## config.mk

```make
export PLATFORM = sky130hd
export DESIGN_NAME = rename_map
export DESIGN_NICKNAME = d
export VERILOG_FILES = /design/src/rtl/rename_map.sv
export SDC_FILE = /design/constraint.sdc
export NUM_CORES = 2
export LEC_CHECK = 0
export BUFFER_PORTS_ARGS = -buffer_cell sky130_fd_sc_hd__buf_2
export CAP_MARGIN = 40
export CORE_MARGIN = 4
export CORE_UTILIZATION = 40
export CTS_BUF_LIST = sky130_fd_sc_hd__clkbuf_2 sky130_fd_sc_hd__clkbuf_4 sky130_fd_sc_hd__clkbuf_8
export DETAILED_ROUTE_END_ITERATION = 10
export PLACE_DENSITY = 0.52
export SLEW_MARGIN = 20
export SYNTH_ARGS = -nofsm -noshare
export SYNTH_HDL_FRONTEND = slang
export SYNTH_SLANG_ARGS = --single-unit
export TNS_END_PERCENT = 20
```

## constraint.sdc

```tcl
create_clock -name i_clk -period 5 [get_ports i_clk]
set_clock_uncertainty 0.1 [all_clocks]
set_input_delay 0 -clock i_clk [delete_from_list [all_inputs] [get_ports i_clk]]
set_output_delay 0 -clock i_clk [all_outputs]
set_load 0.005 [all_outputs]
```

## src/rtl/rename_map.sv

```systemverilog
// -----------------------------------------------------------------------------
// rename_map
//
// Two-wide register rename stage placed directly in front of the physical
// register freelist. Architectural sources and destinations (x0..x31) are
// translated to physical tags through a speculative RAT. New destination tags
// are popped from the freelist read ports. A committed RAT is kept for flush
// recovery, and superseded tags are pushed back to the freelist at retire.
// The renamed group leaves through one registered stage with valid/ready on
// both sides.
//
// Ports
//   i_clk, i_rst               clock, synchronous active-high reset
//   i_vld / o_ready            incoming rename group handshake
//   i_slot_vld, i_rd_wr        per-slot presence and rd-write flags (slot0 older)
//   i_rs1_n, i_rs2_n, i_rd_n   architectural indices per slot
//   o_fl_rd0/1, i_fl_data0/1   freelist pops and head tags
//   i_fl_empty0/1              fewer than one / fewer than two tags available
//   o_fl_wr_en0/1, _data0/1    freed tags pushed back to the freelist
//   i_cmt_*                    retire port: rd, new tag, superseded tag
//   i_flush                    restore speculative RAT from committed RAT
//   o_vld / i_ready            outgoing renamed group handshake
//   o_slot_vld, o_prs*/prd*/oprd*  renamed group contents
// -----------------------------------------------------------------------------
module rename_map #(
    parameter int ARCH_W = 5,
    parameter int PHYS_W = 6
) (
    input  logic              i_clk,
    input  logic              i_rst,
    input  logic              i_vld,
    output logic              o_ready,
    input  logic [1:0]        i_slot_vld,
    input  logic [ARCH_W-1:0] i_rs1_0,
    input  logic [ARCH_W-1:0] i_rs2_0,
    input  logic [ARCH_W-1:0] i_rd_0,
    input  logic [ARCH_W-1:0] i_rs1_1,
    input  logic [ARCH_W-1:0] i_rs2_1,
    input  logic [ARCH_W-1:0] i_rd_1,
    input  logic [1:0]        i_rd_wr,
    output logic              o_fl_rd0,
    output logic              o_fl_rd1,
    input  logic [PHYS_W-1:0] i_fl_data0,
    input  logic [PHYS_W-1:0] i_fl_data1,
    input  logic              i_fl_empty0,
    input  logic              i_fl_empty1,
    output logic              o_fl_wr_en0,
    output logic              o_fl_wr_en1,
    output logic [PHYS_W-1:0] o_fl_wr_data0,
    output logic [PHYS_W-1:0] o_fl_wr_data1,
    input  logic [1:0]        i_cmt_vld,
    input  logic [ARCH_W-1:0] i_cmt_rd_0,
    input  logic [ARCH_W-1:0] i_cmt_rd_1,
    input  logic [PHYS_W-1:0] i_cmt_prd_0,
    input  logic [PHYS_W-1:0] i_cmt_prd_1,
    input  logic [PHYS_W-1:0] i_cmt_oprd_0,
    input  logic [PHYS_W-1:0] i_cmt_oprd_1,
    input  logic              i_flush,
    output logic              o_vld,
    input  logic              i_ready,
    output logic [1:0]        o_slot_vld,
    output logic [PHYS_W-1:0] o_prs1_0,
    output logic [PHYS_W-1:0] o_prs2_0,
    output logic [PHYS_W-1:0] o_prd_0,
    output logic [PHYS_W-1:0] o_oprd_0,
    output logic [PHYS_W-1:0] o_prs1_1,
    output logic [PHYS_W-1:0] o_prs2_1,
    output logic [PHYS_W-1:0] o_prd_1,
    output logic [PHYS_W-1:0] o_oprd_1
);

    localparam int NREG = 1 << ARCH_W;
    typedef logic [PHYS_W-1:0] tag_t;

    tag_t specRat_q [NREG];
    tag_t specRat_d [NREG];
    tag_t cmtRat_q  [NREG];
    tag_t cmtRat_d  [NREG];

    logic       vld_q;
    logic [1:0] slotVld_q, slotVld_d;
    tag_t       prs1_0_q, prs2_0_q, prd_0_q, oprd_0_q;
    tag_t       prs1_1_q, prs2_1_q, prd_1_q, oprd_1_q;
    tag_t       prs1_0_d, prs2_0_d, prd_0_d, oprd_0_d;
    tag_t       prs1_1_d, prs2_1_d, prd_1_d, oprd_1_d;

    logic       flWrEn0_q, flWrEn1_q;
    tag_t       flWrData0_q, flWrData1_q;

    logic       need0, need1, tagsOk, fire;
    logic [1:0] needCnt;
    tag_t       newTag0, newTag1;

    // x0 is hardwired to tag 0, so writes to it never consume a tag.
    assign need0   = i_slot_vld[0] & i_rd_wr[0] & (i_rd_0 != '0);
    assign need1   = i_slot_vld[1] & i_rd_wr[1] & (i_rd_1 != '0);
    assign needCnt = {1'b0, need0} + {1'b0, need1};

    assign tagsOk  = (needCnt == 2'd0)
                   | ((needCnt == 2'd1) & !i_fl_empty0)
                   | ((needCnt == 2'd2) & !i_fl_empty1);
    assign o_ready = !i_rst & !i_flush & (!vld_q | i_ready) & tagsOk;
    assign fire    = i_vld & o_ready;

    // A single allocation always uses the head tag, whichever slot needs it.
    assign o_fl_rd0 = fire & (need0 | need1);
    assign o_fl_rd1 = fire & need0 & need1;
    assign newTag0  = i_fl_data0;
    assign newTag1  = need0 ? i_fl_data1 : i_fl_data0;

    // Rename lookup. Slot1 sees slot0's fresh tag when it reads or overwrites
    // the register slot0 just allocated.
    always_comb begin
        slotVld_d = i_slot_vld;
        prs1_0_d  = '0;
        prs2_0_d  = '0;
        prd_0_d   = '0;
        oprd_0_d  = '0;
        prs1_1_d  = '0;
        prs2_1_d  = '0;
        prd_1_d   = '0;
        oprd_1_d  = '0;
        if (i_slot_vld[0]) begin
            prs1_0_d = specRat_q[i_rs1_0];
            prs2_0_d = specRat_q[i_rs2_0];
        end
        if (need0) begin
            prd_0_d  = newTag0;
            oprd_0_d = specRat_q[i_rd_0];
        end
        if (i_slot_vld[1]) begin
            prs1_1_d = (need0 && (i_rs1_1 == i_rd_0)) ? newTag0 : specRat_q[i_rs1_1];
            prs2_1_d = (need0 && (i_rs2_1 == i_rd_0)) ? newTag0 : specRat_q[i_rs2_1];
        end
        if (need1) begin
            prd_1_d  = newTag1;
            oprd_1_d = (need0 && (i_rd_1 == i_rd_0)) ? newTag0 : specRat_q[i_rd_1];
        end
    end

    // Committed RAT next state; slot1 is younger so its write lands last.
    always_comb begin
        cmtRat_d = cmtRat_q;
        if (i_cmt_vld[0] && (i_cmt_rd_0 != '0)) cmtRat_d[i_cmt_rd_0] = i_cmt_prd_0;
        if (i_cmt_vld[1] && (i_cmt_rd_1 != '0)) cmtRat_d[i_cmt_rd_1] = i_cmt_prd_1;
    end

    // Speculative RAT next state. Flush copies the committed view including
    // this cycle's retirements; otherwise a fired group writes its new tags.
    always_comb begin
        specRat_d = specRat_q;
        if (i_flush) begin
            specRat_d = cmtRat_d;
        end else if (fire) begin
            if (need0) specRat_d[i_rd_0] = newTag0;
            if (need1) specRat_d[i_rd_1] = newTag1;
        end
    end

    always_ff @(posedge i_clk) begin
        if (i_rst) begin
            for (int r = 0; r < NREG; r++) begin
                specRat_q[r] <= tag_t'(r);
                cmtRat_q[r]  <= tag_t'(r);
            end
        end else begin
            specRat_q <= specRat_d;
            cmtRat_q  <= cmtRat_d;
        end
    end

    // Output pipeline register: flush kills the held group, a fire loads a new
    // one, and a downstream accept with nothing new behind it empties it.
    always_ff @(posedge i_clk) begin
        if (i_rst) begin
            vld_q     <= 1'b0;
            slotVld_q <= '0;
            prs1_0_q  <= '0;
            prs2_0_q  <= '0;
            prd_0_q   <= '0;
            oprd_0_q  <= '0;
            prs1_1_q  <= '0;
            prs2_1_q  <= '0;
            prd_1_q   <= '0;
            oprd_1_q  <= '0;
        end else if (i_flush) begin
            vld_q     <= 1'b0;
            slotVld_q <= '0;
        end else if (fire) begin
            vld_q     <= 1'b1;
            slotVld_q <= slotVld_d;
            prs1_0_q  <= prs1_0_d;
            prs2_0_q  <= prs2_0_d;
            prd_0_q   <= prd_0_d;
            oprd_0_q  <= oprd_0_d;
            prs1_1_q  <= prs1_1_d;
            prs2_1_q  <= prs2_1_d;
            prd_1_q   <= prd_1_d;
            oprd_1_q  <= oprd_1_d;
        end else if (i_ready) begin
            vld_q     <= 1'b0;
            slotVld_q <= '0;
        end
    end

    // Superseded tags go back to the freelist one cycle after retire; x0
    // never owned a real tag so it is never pushed.
    always_ff @(posedge i_clk) begin
        if (i_rst) begin
            flWrEn0_q   <= 1'b0;
            flWrEn1_q   <= 1'b0;
            flWrData0_q <= '0;
            flWrData1_q <= '0;
        end else begin
            flWrEn0_q   <= i_cmt_vld[0] & (i_cmt_rd_0 != '0);
            flWrEn1_q   <= i_cmt_vld[1] & (i_cmt_rd_1 != '0);
            flWrData0_q <= (i_cmt_vld[0] && (i_cmt_rd_0 != '0)) ? i_cmt_oprd_0 : '0;
            flWrData1_q <= (i_cmt_vld[1] && (i_cmt_rd_1 != '0)) ? i_cmt_oprd_1 : '0;
        end
    end

    assign o_vld         = vld_q;
    assign o_slot_vld    = slotVld_q;
    assign o_prs1_0      = prs1_0_q;
    assign o_prs2_0      = prs2_0_q;
    assign o_prd_0       = prd_0_q;
    assign o_oprd_0      = oprd_0_q;
    assign o_prs1_1      = prs1_1_q;
    assign o_prs2_1      = prs2_1_q;
    assign o_prd_1       = prd_1_q;
    assign o_oprd_1      = oprd_1_q;
    assign o_fl_wr_en0   = flWrEn0_q;
    assign o_fl_wr_en1   = flWrEn1_q;
    assign o_fl_wr_data0 = flWrData0_q;
    assign o_fl_wr_data1 = flWrData1_q;

endmodule

```

==> out/metrics.cfg <==
[clocking]
cts_tree = done
clockBufferDepth = 3
cts.sinks = 449
cts_root_buf = clkbuf_8
cts_resized = 0
hold_buffers = 99
cts_max_level = 3
clkTransAtPathRegs_ns = 0.07
cts_setup_buffers = 0
clock_latency_ns = 0.76
numCtsBuffers = 88

[flow_run]
drv_cap = 0

[synth]
synth-edff-count = 0
netlist_area_mm2 = 0.03456
syn_inst = 4010
ys.flop_type = dfxtp_1
avgSynthCellArea_um2 = 8.619
synthArstFlopShare = 0
yosys_warnings = 0
yosysSeqAreaShare = 0.2601
synthTopCellsByArea = dfxtp_1 26%, mux4_2 19%, o21ai_0 6.2%, clkbuf_1 4.6%, nand3_1 3.7%
ys_types = 77
synth.top_cell.area_share = 0.2601
yosys.area.top_type = dfxtp_1
synth_nets = 4100
ys_ff_latch = 449

[power]
leakagePower_nw = 12.92
vdd_ir_drop_max_v = 0.0001986
power.share.sequential = 0.378
power.share.switching = 0.3353
clockPowerShare = 0.414
pwr_density_cell_mw_per_mm2 = 261.5
netSwitchingPower_mw = 3.425
p_total_mw = 10.22
p_comb_frac = 0.208
internal_power_mw = 6.791

[setup_path]
critical_path.max_fanout = 48
max_stage_delay_ns = 0.60
slowest_stage = dlygate4sd3_1
cp.required_ns = 5.55
r2r_start = o_vld$_SDFFE_PP0P_
worstPathArrival_ns = 4.59
cp-start-kind = input port
path_class = in2reg
path_cells = dlygate4sd3_1 -> buf_2 -> and2_1 -> o21a_4 -> inv_4 -> ha_1 -> a21oi_1 -> o32a_2 -> buf_4 -> inv_4 -> buf_4 -> nand4_1 -> dlygate4sd3_1 -> o32ai_1 -> dlygate4sd3_1
crit_start = i_slot_vld[0]
worst-path-buf-inv = 8
end_kind = flop
crit_top_cell = dlygate4sd3_1
path_delay_family = buffers and inverters

[die]
coreArea_mm2 = 0.08541
fp.dieH_um = 301.9
start_util = 0.4046
row_count = 107
dieArea_mm2 = 0.09117
num_io_pins = 157
die_w_um = 301.9

[finish]
area_growth_pct = 13.05
fillers = 8343
nets = 4021
drive_gt1_frac = 0.2239
reg.largest.list = cmtRat_q: 192 flops, specRat_q: 192 flops

[timing]
final.period_utilization = 0.8070
worst_slew_pin_slew_ns = 0.9341
timing.fmax_ghz = 0.2478
setup_viol = 0
maxSlewHeadroom = 0.3759
tns_ns = 0
hold_violations = 0
rsz0062_at_grt = false
drv_slew = 0
period_minus_slack_ns = 4.035

[drt]
post_drt_wl_per_cell_um = 35.34
antenna_left = 0
via_count = 37854
routed_wl_um = 182100
drc = 0
dr.first_iter.drc_count = 6296
routed_via_density = 7.346
dr.pass1.iters = 6

[run_status]
status = completed

[global_route]
grt_pass1_wl_um = 258700
grt_max_degree = 157
antenna_found_initial = 13
grt_usage = 0.3855
grt_pass1_vias = 34546
overflow = 0

[place]
port_buffers = 156
dp_hpwl_um = 123900
gp_congestion = 1.077

[hold_path]
min_from = i_rs2_0[3]
hold_class = in2reg

[stage by stage]
stage	cells	worst slack [ns]	hold slack, ns	cell area [um^2]	utilization
floorplan	4010	2.477	0.02171	34560	-
global placement	4845	1.485	0.09873	35470	0.4153
detailed placement	4877	1.601	0.1050	35960	0.4211
CTS	5133	1.136	0.002490	38920	0.4556
global route	5146	0.8362	0.04775	39060	0.4572
finish	5153	0.9650	0.05528	39070	0.4574
[per-layer routing]
metal	GRT usage	up-vias	part of all wire
met2	0.5426	2882	0.41
met5	0	-	0.00025
met3	0.1204	510	0.13
met4	0.1892	6	0.056
li1	-	15673	-
met1	0.5338	18783	0.40
[logic make-up after synthesis]
| group | Yosys count | share of synthesized area |
|---|---|---|
| buffers and inverters | 709 | 0.08131 |
| AOI/OAI and AO/OA | 1450 | 0.2804 |
| muxes | 422 | 0.2267 |
| adders and majority gates | 1 | 0.0003620 |
| xor gates and xnor gates | 15 | 0.003801 |
| and+or+nand+nor | 964 | 0.1474 |
| DFF | 449 | 0.2601 |
[placed cells by master, fill, tap and decap left out, types with 99 or more instances in the layout]
master and count:
a21oi_1 228, a31oi_1 147, buf_2 157, buf_4 100, clkbuf_8 113, dfxtp_1 449
dlygate4sd3_1 99, inv_1 139, mux2i_1 125, mux4_2 287, nand2_1 138, nand3_1 255
nor2_1 116, nor3_1 152, o2111ai_1 122, o21ai_0 426, o311ai_0 114, or2_2 110
[final timing paths]
| kind | depth (start not counted) | end | slack, ns |
|---|---|---|---|
| worst max register to register | 10 | o_prs1_0[4]$_SDFFE_PP0P_ | 1.53 |
| worst max-delay path | 15 | o_prs1_0[4]$_SDFFE_PP0P_ | 0.97 |
| worst min register to register | 1 | cmtRat_q[189]$_SDFF_PP0_ | 0.37 |
| worst min-delay path | 5 | o_prs2_0[5]$_SDFFE_PP0P_ | 0.06 |
[Yosys cell counts (7+ instances only)]
library cell	instances
nand2b_1	17
a211o_1	28
o32ai_1	7
nand4b_1	12
a211oi_1	30
clkbuf_1	421
nand4bb_1	7
o221ai_1	94
nand2_1	140
mux4_2	287
nand3b_1	11
nor2_1	117
o22ai_1	17
a22oi_1	32
a22o_1	8
o21ai_0	426
nand4_1	20
buf_1	52
nor2b_1	34
mux2i_1	125
o211ai_1	70
o311ai_1	39
or2_2	110
and2_1	22
buf_4	8
xnor2_1	13
o2111ai_1	122
buf_2	81
nand3_1	255
and4b_1	7
a31oi_1	147
a311oi_1	50
inv_1	140
a221oi_1	12
o311ai_0	114
or4_1	8
nor3_1	152
a21oi_1	228
dfxtp_1	449
mux2_2	7
[power by group through the flow]
stage | combinational, mW | clock [mW] | sequential, mW
after floorplan | 1.20 | 0 | 3.83
after global placement | 1.92 | 0 | 3.92
after detailed placement | 1.95 | 0 | 3.92
after CTS | 2.02 | 4.25 | 3.84
after global routing | 2.18 | 4.41 | 3.86
final | 2.12 | 4.23 | 3.86
[tightest hold or removal path, delay by kind of cell]
kind / cells / cell delay [ns]
and+or+nand+nor: 2 / 0.32
AOI/OAI and AO/OA: 2 / 0.25
buffers and inverters: 1 / 0.25
[layout make-up]
type | count | area, um^2 | share of cell area
Multi-Input combinational cell | 2852 | 22850 | 0.5848
Clock inverter | 15 | 188.9 | 0.004835
Tap cell | 1144 | 1431 | 0.03663
Inverter | 145 | 549.3 | 0.01406
Timing Repair Buffer | 395 | 3266 | 0.08358
Sequential cell | 449 | 8989 | 0.2300
Clock buffer | 142 | 1773 | 0.04538
Antenna cell | 11 | 27.53 | 0.0007045
No activity file was read; power rests on OpenSTA's default activity.
